File: src/rtl/mc_ctrl_g7_pkg.sv
// rtl/mc_ctrl_g7_pkg.sv - shared encodings for the g7 multicycle control path
package mc_ctrl_g7_pkg;

    localparam logic [3:0] ALU_ADD = 4'b0000;
    localparam logic [3:0] ALU_SUB = 4'b0001;
    localparam logic [3:0] ALU_AND = 4'b0010;
    localparam logic [3:0] ALU_OR  = 4'b0011;
    localparam logic [3:0] ALU_SRL = 4'b0100;

    localparam logic [6:0] OP_LW    = 7'b0000011;
    localparam logic [6:0] OP_SW    = 7'b0100011;
    localparam logic [6:0] OP_RTYPE = 7'b0110011;
    localparam logic [6:0] OP_IALU  = 7'b0010011;
    localparam logic [6:0] OP_JAL   = 7'b1101111;
    localparam logic [6:0] OP_BEQ   = 7'b1100011;

    localparam logic [1:0] RES_ALUOUT = 2'b00;
    localparam logic [1:0] RES_DATA   = 2'b01;
    localparam logic [1:0] RES_ALU    = 2'b10;

    localparam logic [1:0] SRCA_PC    = 2'b00;
    localparam logic [1:0] SRCA_OLDPC = 2'b01;
    localparam logic [1:0] SRCA_RS1   = 2'b10;

    localparam logic [1:0] SRCB_RS2  = 2'b00;
    localparam logic [1:0] SRCB_IMM  = 2'b01;
    localparam logic [1:0] SRCB_FOUR = 2'b10;

    typedef enum logic [3:0] {
        S_FETCH    = 4'd0,
        S_DECODE   = 4'd1,
        S_MEMADR   = 4'd2,
        S_MEMREAD  = 4'd3,
        S_MEMWB    = 4'd4,
        S_MEMWRITE = 4'd5,
        S_EXECR    = 4'd6,
        S_EXECI    = 4'd7,
        S_ALUWB    = 4'd8,
        S_JAL      = 4'd9,
        S_BEQ      = 4'd10
    } state_t;

endpackage

File: src/rtl/mc_ctrl_g7_alu_dec.sv
// rtl/mc_ctrl_g7_alu_dec.sv - funct3/funct7b5 to ALUControl with unsupported-op flag
import mc_ctrl_g7_pkg::*;

module alu_dec_g7 (
    input  logic [2:0] funct3,
    input  logic       funct7b5,
    input  logic       is_rtype,
    output logic [3:0] alu_control,
    output logic       illegal
);

    always_comb begin
        alu_control = ALU_ADD;
        illegal     = 1'b0;
        case (funct3)
            3'b000: alu_control = (is_rtype && funct7b5) ? ALU_SUB : ALU_ADD;
            3'b111: alu_control = ALU_AND;
            3'b110: alu_control = ALU_OR;
            3'b101: begin
                if (!funct7b5) alu_control = ALU_SRL;
                else           illegal     = 1'b1;
            end
            default: illegal = 1'b1;
        endcase
    end

endmodule

File: src/rtl/mc_ctrl_g7.sv
// rtl/mc_ctrl_g7.sv - multicycle control FSM sequencing the shared g7 datapath
import mc_ctrl_g7_pkg::*;

module mc_ctrl_g7 (
    input  logic       clk,
    input  logic       rst_n,
    input  logic [6:0] opcode,
    input  logic [2:0] funct3,
    input  logic       funct7b5,
    input  logic       zero,
    input  logic       mem_ready,
    output logic       PCWrite,
    output logic       AdrSrc,
    output logic       MemWrite,
    output logic       IRWrite,
    output logic       RegWrite,
    output logic [1:0] ResultSrc,
    output logic [1:0] ALUSrcA,
    output logic [1:0] ALUSrcB,
    output logic [3:0] ALUControl,
    output logic       illegal_instr
);

    state_t     state_q, state_d;
    logic       pc_write, mem_write, ir_write, reg_write, illegal;
    logic [3:0] dec_alu;
    logic       dec_illegal;

    alu_dec_g7 u_alu_dec (
        .funct3      (funct3),
        .funct7b5    (funct7b5),
        .is_rtype    (state_q == S_EXECR),
        .alu_control (dec_alu),
        .illegal     (dec_illegal)
    );

    always_ff @(posedge clk or negedge rst_n) begin
        if (!rst_n) state_q <= S_FETCH;
        else        state_q <= state_d;
    end

    always_comb begin
        state_d    = state_q;
        pc_write   = 1'b0;
        mem_write  = 1'b0;
        ir_write   = 1'b0;
        reg_write  = 1'b0;
        illegal    = 1'b0;
        AdrSrc     = 1'b0;
        ResultSrc  = RES_ALUOUT;
        ALUSrcA    = SRCA_PC;
        ALUSrcB    = SRCB_RS2;
        ALUControl = ALU_ADD;
        case (state_q)
            S_FETCH: begin
                ALUSrcB   = SRCB_FOUR;
                ResultSrc = RES_ALU;
                ir_write  = mem_ready;
                pc_write  = mem_ready;
                if (mem_ready) state_d = S_DECODE;
            end
            S_DECODE: begin
                ALUSrcA = SRCA_OLDPC;
                ALUSrcB = SRCB_IMM;
                case (opcode)
                    OP_LW, OP_SW: state_d = S_MEMADR;
                    OP_RTYPE:     state_d = S_EXECR;
                    OP_IALU:      state_d = S_EXECI;
                    OP_JAL:       state_d = S_JAL;
                    OP_BEQ:       state_d = S_BEQ;
                    default: begin
                        illegal = 1'b1;
                        state_d = S_FETCH;
                    end
                endcase
            end
            S_MEMADR: begin
                ALUSrcA = SRCA_RS1;
                ALUSrcB = SRCB_IMM;
                state_d = (opcode == OP_LW) ? S_MEMREAD : S_MEMWRITE;
            end
            S_MEMREAD: begin
                AdrSrc = 1'b1;
                if (mem_ready) state_d = S_MEMWB;
            end
            S_MEMWB: begin
                ResultSrc = RES_DATA;
                reg_write = 1'b1;
                state_d   = S_FETCH;
            end
            S_MEMWRITE: begin
                AdrSrc    = 1'b1;
                mem_write = 1'b1;
                if (mem_ready) state_d = S_FETCH;
            end
            S_EXECR, S_EXECI: begin
                ALUSrcA    = SRCA_RS1;
                ALUSrcB    = (state_q == S_EXECR) ? SRCB_RS2 : SRCB_IMM;
                ALUControl = dec_alu;
                // Unsupported ALU op abandons the instruction without writeback
                illegal    = dec_illegal;
                state_d    = dec_illegal ? S_FETCH : S_ALUWB;
            end
            S_ALUWB: begin
                reg_write = 1'b1;
                state_d   = S_FETCH;
            end
            S_JAL: begin
                ALUSrcA  = SRCA_OLDPC;
                ALUSrcB  = SRCB_FOUR;
                pc_write = 1'b1;
                state_d  = S_ALUWB;
            end
            S_BEQ: begin
                ALUSrcA    = SRCA_RS1;
                ALUControl = ALU_SUB;
                pc_write   = zero;
                state_d    = S_FETCH;
            end
            default: state_d = S_FETCH;
        endcase
    end

    // Strobes are masked by reset itself so they drop in the cycle reset asserts
    assign PCWrite       = pc_write  & rst_n;
    assign MemWrite      = mem_write & rst_n;
    assign IRWrite       = ir_write  & rst_n;
    assign RegWrite      = reg_write & rst_n;
    assign illegal_instr = illegal   & rst_n;

endmodule

File: config.mk
export PLATFORM = sky130hd
export DESIGN_NAME = mc_ctrl_g7
export DESIGN_NICKNAME = d
export VERILOG_FILES = /design/src/rtl/mc_ctrl_g7_pkg.sv /design/src/rtl/mc_ctrl_g7_alu_dec.sv /design/src/rtl/mc_ctrl_g7.sv
export SDC_FILE = /design/constraint.sdc
export NUM_CORES = 1
export LEC_CHECK = 0
export ABC_AREA = 1
export CORE_MARGIN = 2
export CORE_UTILIZATION = 34
export DETAILED_ROUTE_END_ITERATION = 10
export GPL_ROUTABILITY_DRIVEN = 0
export MAX_ROUTING_LAYER = met4
export PLACE_DENSITY = 0.74
export REMOVE_ABC_BUFFERS = 1
export SLEW_MARGIN = 20
export SYNTH_ARGS = -nofsm -noshare
export SYNTH_HDL_FRONTEND = slang
export SYNTH_SLANG_ARGS = --single-unit
export TNS_END_PERCENT = 20
File: constraint.sdc
create_clock -name clk -period 0.99 [get_ports clk]
set_input_delay 0.099 -clock clk [delete_from_list [all_inputs] [get_ports clk]]
set_output_delay 0.099 -clock clk [all_outputs]
set_load 0.03 [all_outputs]
# Yosys cells after proc, flatten, opt, wreduce, memory -nomap -nowiden
# Index checks and enable logic that the tools add are counted.
[word_totals]
inputBits = 15
rom_bits = 0
wordCells = 66
out_inout_bits = 16
latch_bits = 0
memories = 0
reg_bits = 4
ramBits = 0
[classes]
reduce_logical = 14
div_mod_pow = 0
muxes = 24
magnitude_cmp = 0
eq_ne = 22
bitwise = 5
n_addsub = 0
shifts = 0
n_mul = 0
[op_table]
columns = ["operator", "n"]
rows = [
  ["$pmux 4 s7", 1],
  ["$pmux 4 s5", 1],
  ["$eq 4x3->1 const B", 4],
  ["$mux 4", 4],
  ["$pmux 4 s4", 1],
  ["$eq 7x6->1 const B", 2],
  ["$eq 7x7->1 const B", 2],
  ["$reduce_or 2->1", 7],
  ["$eq 4x4->1 const B", 3],
  ["$eq 3x3->1 const B", 3],
  ["$eq 4x2->1 const B", 2],
  ["$mux 1", 8],
  ["$pmux 2 s2", 2],
  ["$pmux 4 s2", 1],
  ["$eq 7x2->1 const B", 1],
  ["$eq 7x5->1 const B", 1],
  ["$mux 3", 2],
  ["$ne 2x2->1 const B", 3],
  ["$pmux 2 s3", 1],
  ["$reduce_or 6->1", 1],
  ["$and 1x1->1", 5],
  ["$eq 4x1->1 const B", 1],
  ["$logic_not 4->1", 1],
  ["$pmux 1 s2", 2],
  ["6 further kinds", 6],
]

# Logic depth before layout (Yosys ltp)
[depth]
ltp_word = 5
depth_mapped = 9
depth_no_buf = 9

# Hierarchy
# From an unflattened synthesis, not the netlist that was laid out.
[unflattened]
hier_cells = 114
area_unflattened_um2 = 599.3
[by_module_without_submodules]
columns = ["module", "area_per_inst_um2", "instances", "cells_per_inst"]
rows = [
  ["mc_ctrl_g7", 511.7, 1, 94],
  ["alu_dec_g7", 87.6, 1, 20],
]

# Worst setup path after synthesis
# OpenSTA, ideal clock, no wires.
[synth_path]
path_kind = "register to output"
startpoint = "register state_q[2]"
endpoint = "output IRWrite"
stages_incl_launch_ff = 4
arrival_ns = 1.379
n_path_buf = 0
t_required_ns = 0.891
path_slack_ns = -0.488
path_cell_list = "dfrtp_1 -> nor2_4 -> nand2_1 -> nor3_1"
[synth_between]
elab_chain_len = 3
[synth_rtl]
columns = ["item", "line", "text"]
rows = [
  ["start, declared", "mc_ctrl_g7.sv:24", "state_t state_q, state_d;"],
  ["start signal, assigned", "mc_ctrl_g7.sv:39", "else state_q <= state_d;"],
  ["$logic_not 4->1", "mc_ctrl_g7.sv:54", "case (state_q)"],
  ["$mux 1", "mc_ctrl_g7.sv:54", ""],
  ["$and 1x1->1", "mc_ctrl_g7.sv:127", "assign IRWrite = ir_write & rst_n;"],
  ["end, declared", "mc_ctrl_g7.sv:15", "output logic IRWrite,"],
]
# Every way passes these cells.

# Worst setup path in the final report
[layout_path]
startpoint = "register state_q[3]"
endpoint = "output ALUSrcB[0]"
[layout_between]
elab_chain_len = 3
elab_cells_between_ends = 11
[layout_rtl]
columns = ["item", "line", "text"]
rows = [
  ["$eq 4x3->1, or another cell as far along", "mc_ctrl_g7.sv:54, mc_ctrl_g7.sv:98", ""],
  ["$mux 1, or another cell as far along", "mc_ctrl_g7.sv:98", "ALUSrcB = (state_q == S_EXECR) ? SRCB_RS2 : SRCB_IMM;"],
  ["$pmux 2 s3 *", "mc_ctrl_g7.sv:54", ""],
  ["end, declared", "mc_ctrl_g7.sv:19", "output logic [1:0] ALUSrcB,"],
]
# Mark *: on every way between the ends. The rest lies on a longest branch, timed or not.

==> flow_summary_export.csv <==
group,metric,value,unit
outcome,status,"finished with violations",
outcome,violations,"negative setup slack",
synthesis,yosysMostFrequentCell,"nand2_1",
placement,hpwl,1.50,mm
worst_setup_path,end_kind,"primary output",
placement,pre_cts_ws,-0.428,ns
drt,drt-vias-per-instance,4.80,
clock_tree,ctsHoldBuffers,0,
sta,tns,-7.97,ns
die,core.rowCount,14,
clock_tree,cts_buffers,3,
worst_hold_path,hp-class,"in2async",
pwr,pwr-share-comb,0.782,
synthesis,synthArstFlopShare,1.00,
drt,wl_per_cell,11.4,µm
grt,grt_use_total,0.199,
grt,overflow,0,
finish,largest_reg_flops,4,
die,dieArea,2040,µm²
finish,largestRegisters,"state_q: 4 flops",
finish,drive_above_1_share,0.479,
pwr,clkPwrFrac,0.092,
worst_setup_path,required,0.89,ns
synthesis,ys_seq_elements,4,
synthesis,syn_inst,107,
worst_setup_path,arrival,1.47,ns
drt,wl_met1,849,µm
sta,slew_violations,0,
sta,final_min_period_over_clock_period,1.59,
drt,vias,869,
placement,place_inst,173,
die,die_w,45.1,µm
worst_setup_path,rr_worst_depth,9,
pwr,power,2.14,mW
worst_setup_path,setup.worst_path.start_class,"flip-flop",
synthesis,synth_warnings,0,
clock_tree,htreeDepth,1,
sta,grt_setup_unrepaired,"yes",
clock_tree,clk_latency,0.23,ns
sta,finalWorstSetupSlack,-0.583,ns
pwr,ir_drop,0.00113,V
pwr,power_leakage,0.618,nW
synthesis,seq_area_frac_synth,0.174,
grt,grt_pass1_wl,2.95,mm
drt,wl_met3,143,µm
finish,nets,182,
worst_setup_path,path_max_fanout,4,
finish,finalNonFillerCells,181,
drt,drtIter0Drc,10,
synthesis,synth_area_leader_cell,"nand2_1",
drt,firstDrtPassIters,4,
worst_setup_path,path_class,"reg2out",
sta,skew,0.000513,ns
die,ios,31,
pwr,p_int,1.14,mW
clock_tree,clock_path_buffers,2,
finish,final_cell_area,1190,µm²
sta,max_freq,636,MHz
finish,insertedDiodeCount,0,
clock_tree,root_buffer,"clkbuf_4",
pwr,switching_power,1.00,mW
clock_tree,clkSlewWorstSetupHoldPaths,0.04,ns
placement,numPortBuffers,29,
drt,top_layer,"met3",
pwr,power.density,1790,nW/µm²
sta,finalHoldViolCount,0,
finish,nFillCells,120,
die,core,1540,µm²
grt,grt_pass1_vias,746,
grt,grt_max_degree,6,
sta,post-route-min-period,1.57,ns
finish,finish.utilization,0.774,
die,start_util,0.373,
clock_tree,cts_tree,"built",
finish,top_register,"state_q",
sta,hold_slack,0.169,ns
synthesis,syn-cell-area,576,µm²
synthesis,yosys-top-cells-count,"33 x nand2_1, 19 x inv_1, 14 x nor2_1",
drt,dr_wl_met2,1.06,mm
pwr,swShare,0.469,
clock_tree,cts_sinks,4,
synthesis,netlist.area_leader.share,0.215,
synthesis,synth_edf_count,0,
sta,setup_violations,19,
synthesis,syn_avg_cell_area,5.38,µm²
drt,routed_wl,2.06,mm
drt,ant_nets,0,
drt,drc,0,
finish,area_growth,107,%
flow_run,drv_cap,0,
synthesis,ys_top_cells_by_area,"nand2_1 22%, dfrtp_1 17%, inv_1 12%",
grt,antenna_found_initial,0,
pwr,sequentialPowerShare,0.126,
synthesis,synth_cell_types,23,
synthesis,ys.flop_type,"dfrtp_1",
placement,postPlaceCellArea,1010,µm²
die,die_h,45.1,µm
placed cells by master, fill, tap and decap left out, types with 2 or more instances in the layout:
| cell type | count |
|---|---|
| buf_4 | 32 |
| buf_6 | 10 |
| clkbuf_4 | 3 |
| clkdlybuf4s50_1 | 14 |
| dfrtp_2 | 3 |
| inv_1 | 16 |
| inv_2 | 6 |
| nand2_1 | 27 |
| nand2_2 | 5 |
| nand2_4 | 3 |
| nand3_1 | 8 |
| nand3_2 | 2 |
| nand4_1 | 2 |
| nor2_1 | 10 |
| nor2_2 | 3 |
| nor2_4 | 6 |
| o211ai_1 | 2 |
layer usage:
metal,global-route usage,vias up
li1,-,451
met4,0.0176,0
met1,0.221,380
met3,0.0360,0
met2,0.377,38
met5,-,-
power groups by stage:
stage / registers (mW) / logic [mW] / clock network, mW
finish: 0.269 / 1.67 / 0.198
global route: 0.273 / 1.80 / 0.228
CTS: 0.248 / 1.46 / 0.212
detailed placement: 0.242 / 1.34 / 0
global placement: 0.241 / 1.32 / 0
floorplan: 0.237 / 0.700 / 0
worst paths after layout:
path                                        start                     end  slack (ns)
max in group asynchronous                   rst_n  state_q[1]$_DFFE_PN0P_        0.71
max reg2reg                state_q[3]$_DFFE_PN0P_  state_q[2]$_DFFE_PN0P_       -0.37
min in group clk                        mem_ready  state_q[1]$_DFFE_PN0P_        0.62
max                        state_q[3]$_DFFE_PN0P_              ALUSrcB[0]       -0.58
min reg2reg                state_q[2]$_DFFE_PN0P_  state_q[2]$_DFFE_PN0P_        0.76
min                                         rst_n  state_q[3]$_DFFE_PN0P_        0.17
area by class of cell:
type | count | area, µm² | share of cell area
clock buffers | 3 | 22.5 | 0.0189
inverters | 23 | 88.8 | 0.0744
well taps | 16 | 20.0 | 0.0168
flip-flops and latches | 4 | 104 | 0.0870
multi-input cells | 79 | 465 | 0.390
repair buffers | 56 | 493 | 0.413
cell families (layout without fill, tap and decap cells):
logic type	count (synthesis)	after routing	synth area share
AOI/OAI and AO/OA	9	9	0.100
buffers and inverters	24	82	0.163
and+or+nand+nor	69	69	0.557
DFF	4	4	0.174
other	1	1	0.00652
critical path, cell delays in order (launching register included):
cell	delay, ns
dfrtp_1	0.43
inv_2	0.10
nand2_4	0.07
nor2_4	0.13
inv_2	0.07
o211ai_1	0.23
buf_4	0.21
repair_timing:
action,CTS,global route
resized for setup,16,26
endpoints found under the setup margin,19,19
hold endpoints to repair,0,0
setup buffers,3,2
pin swaps,7,9
Power figures use the tool's default switching activity.
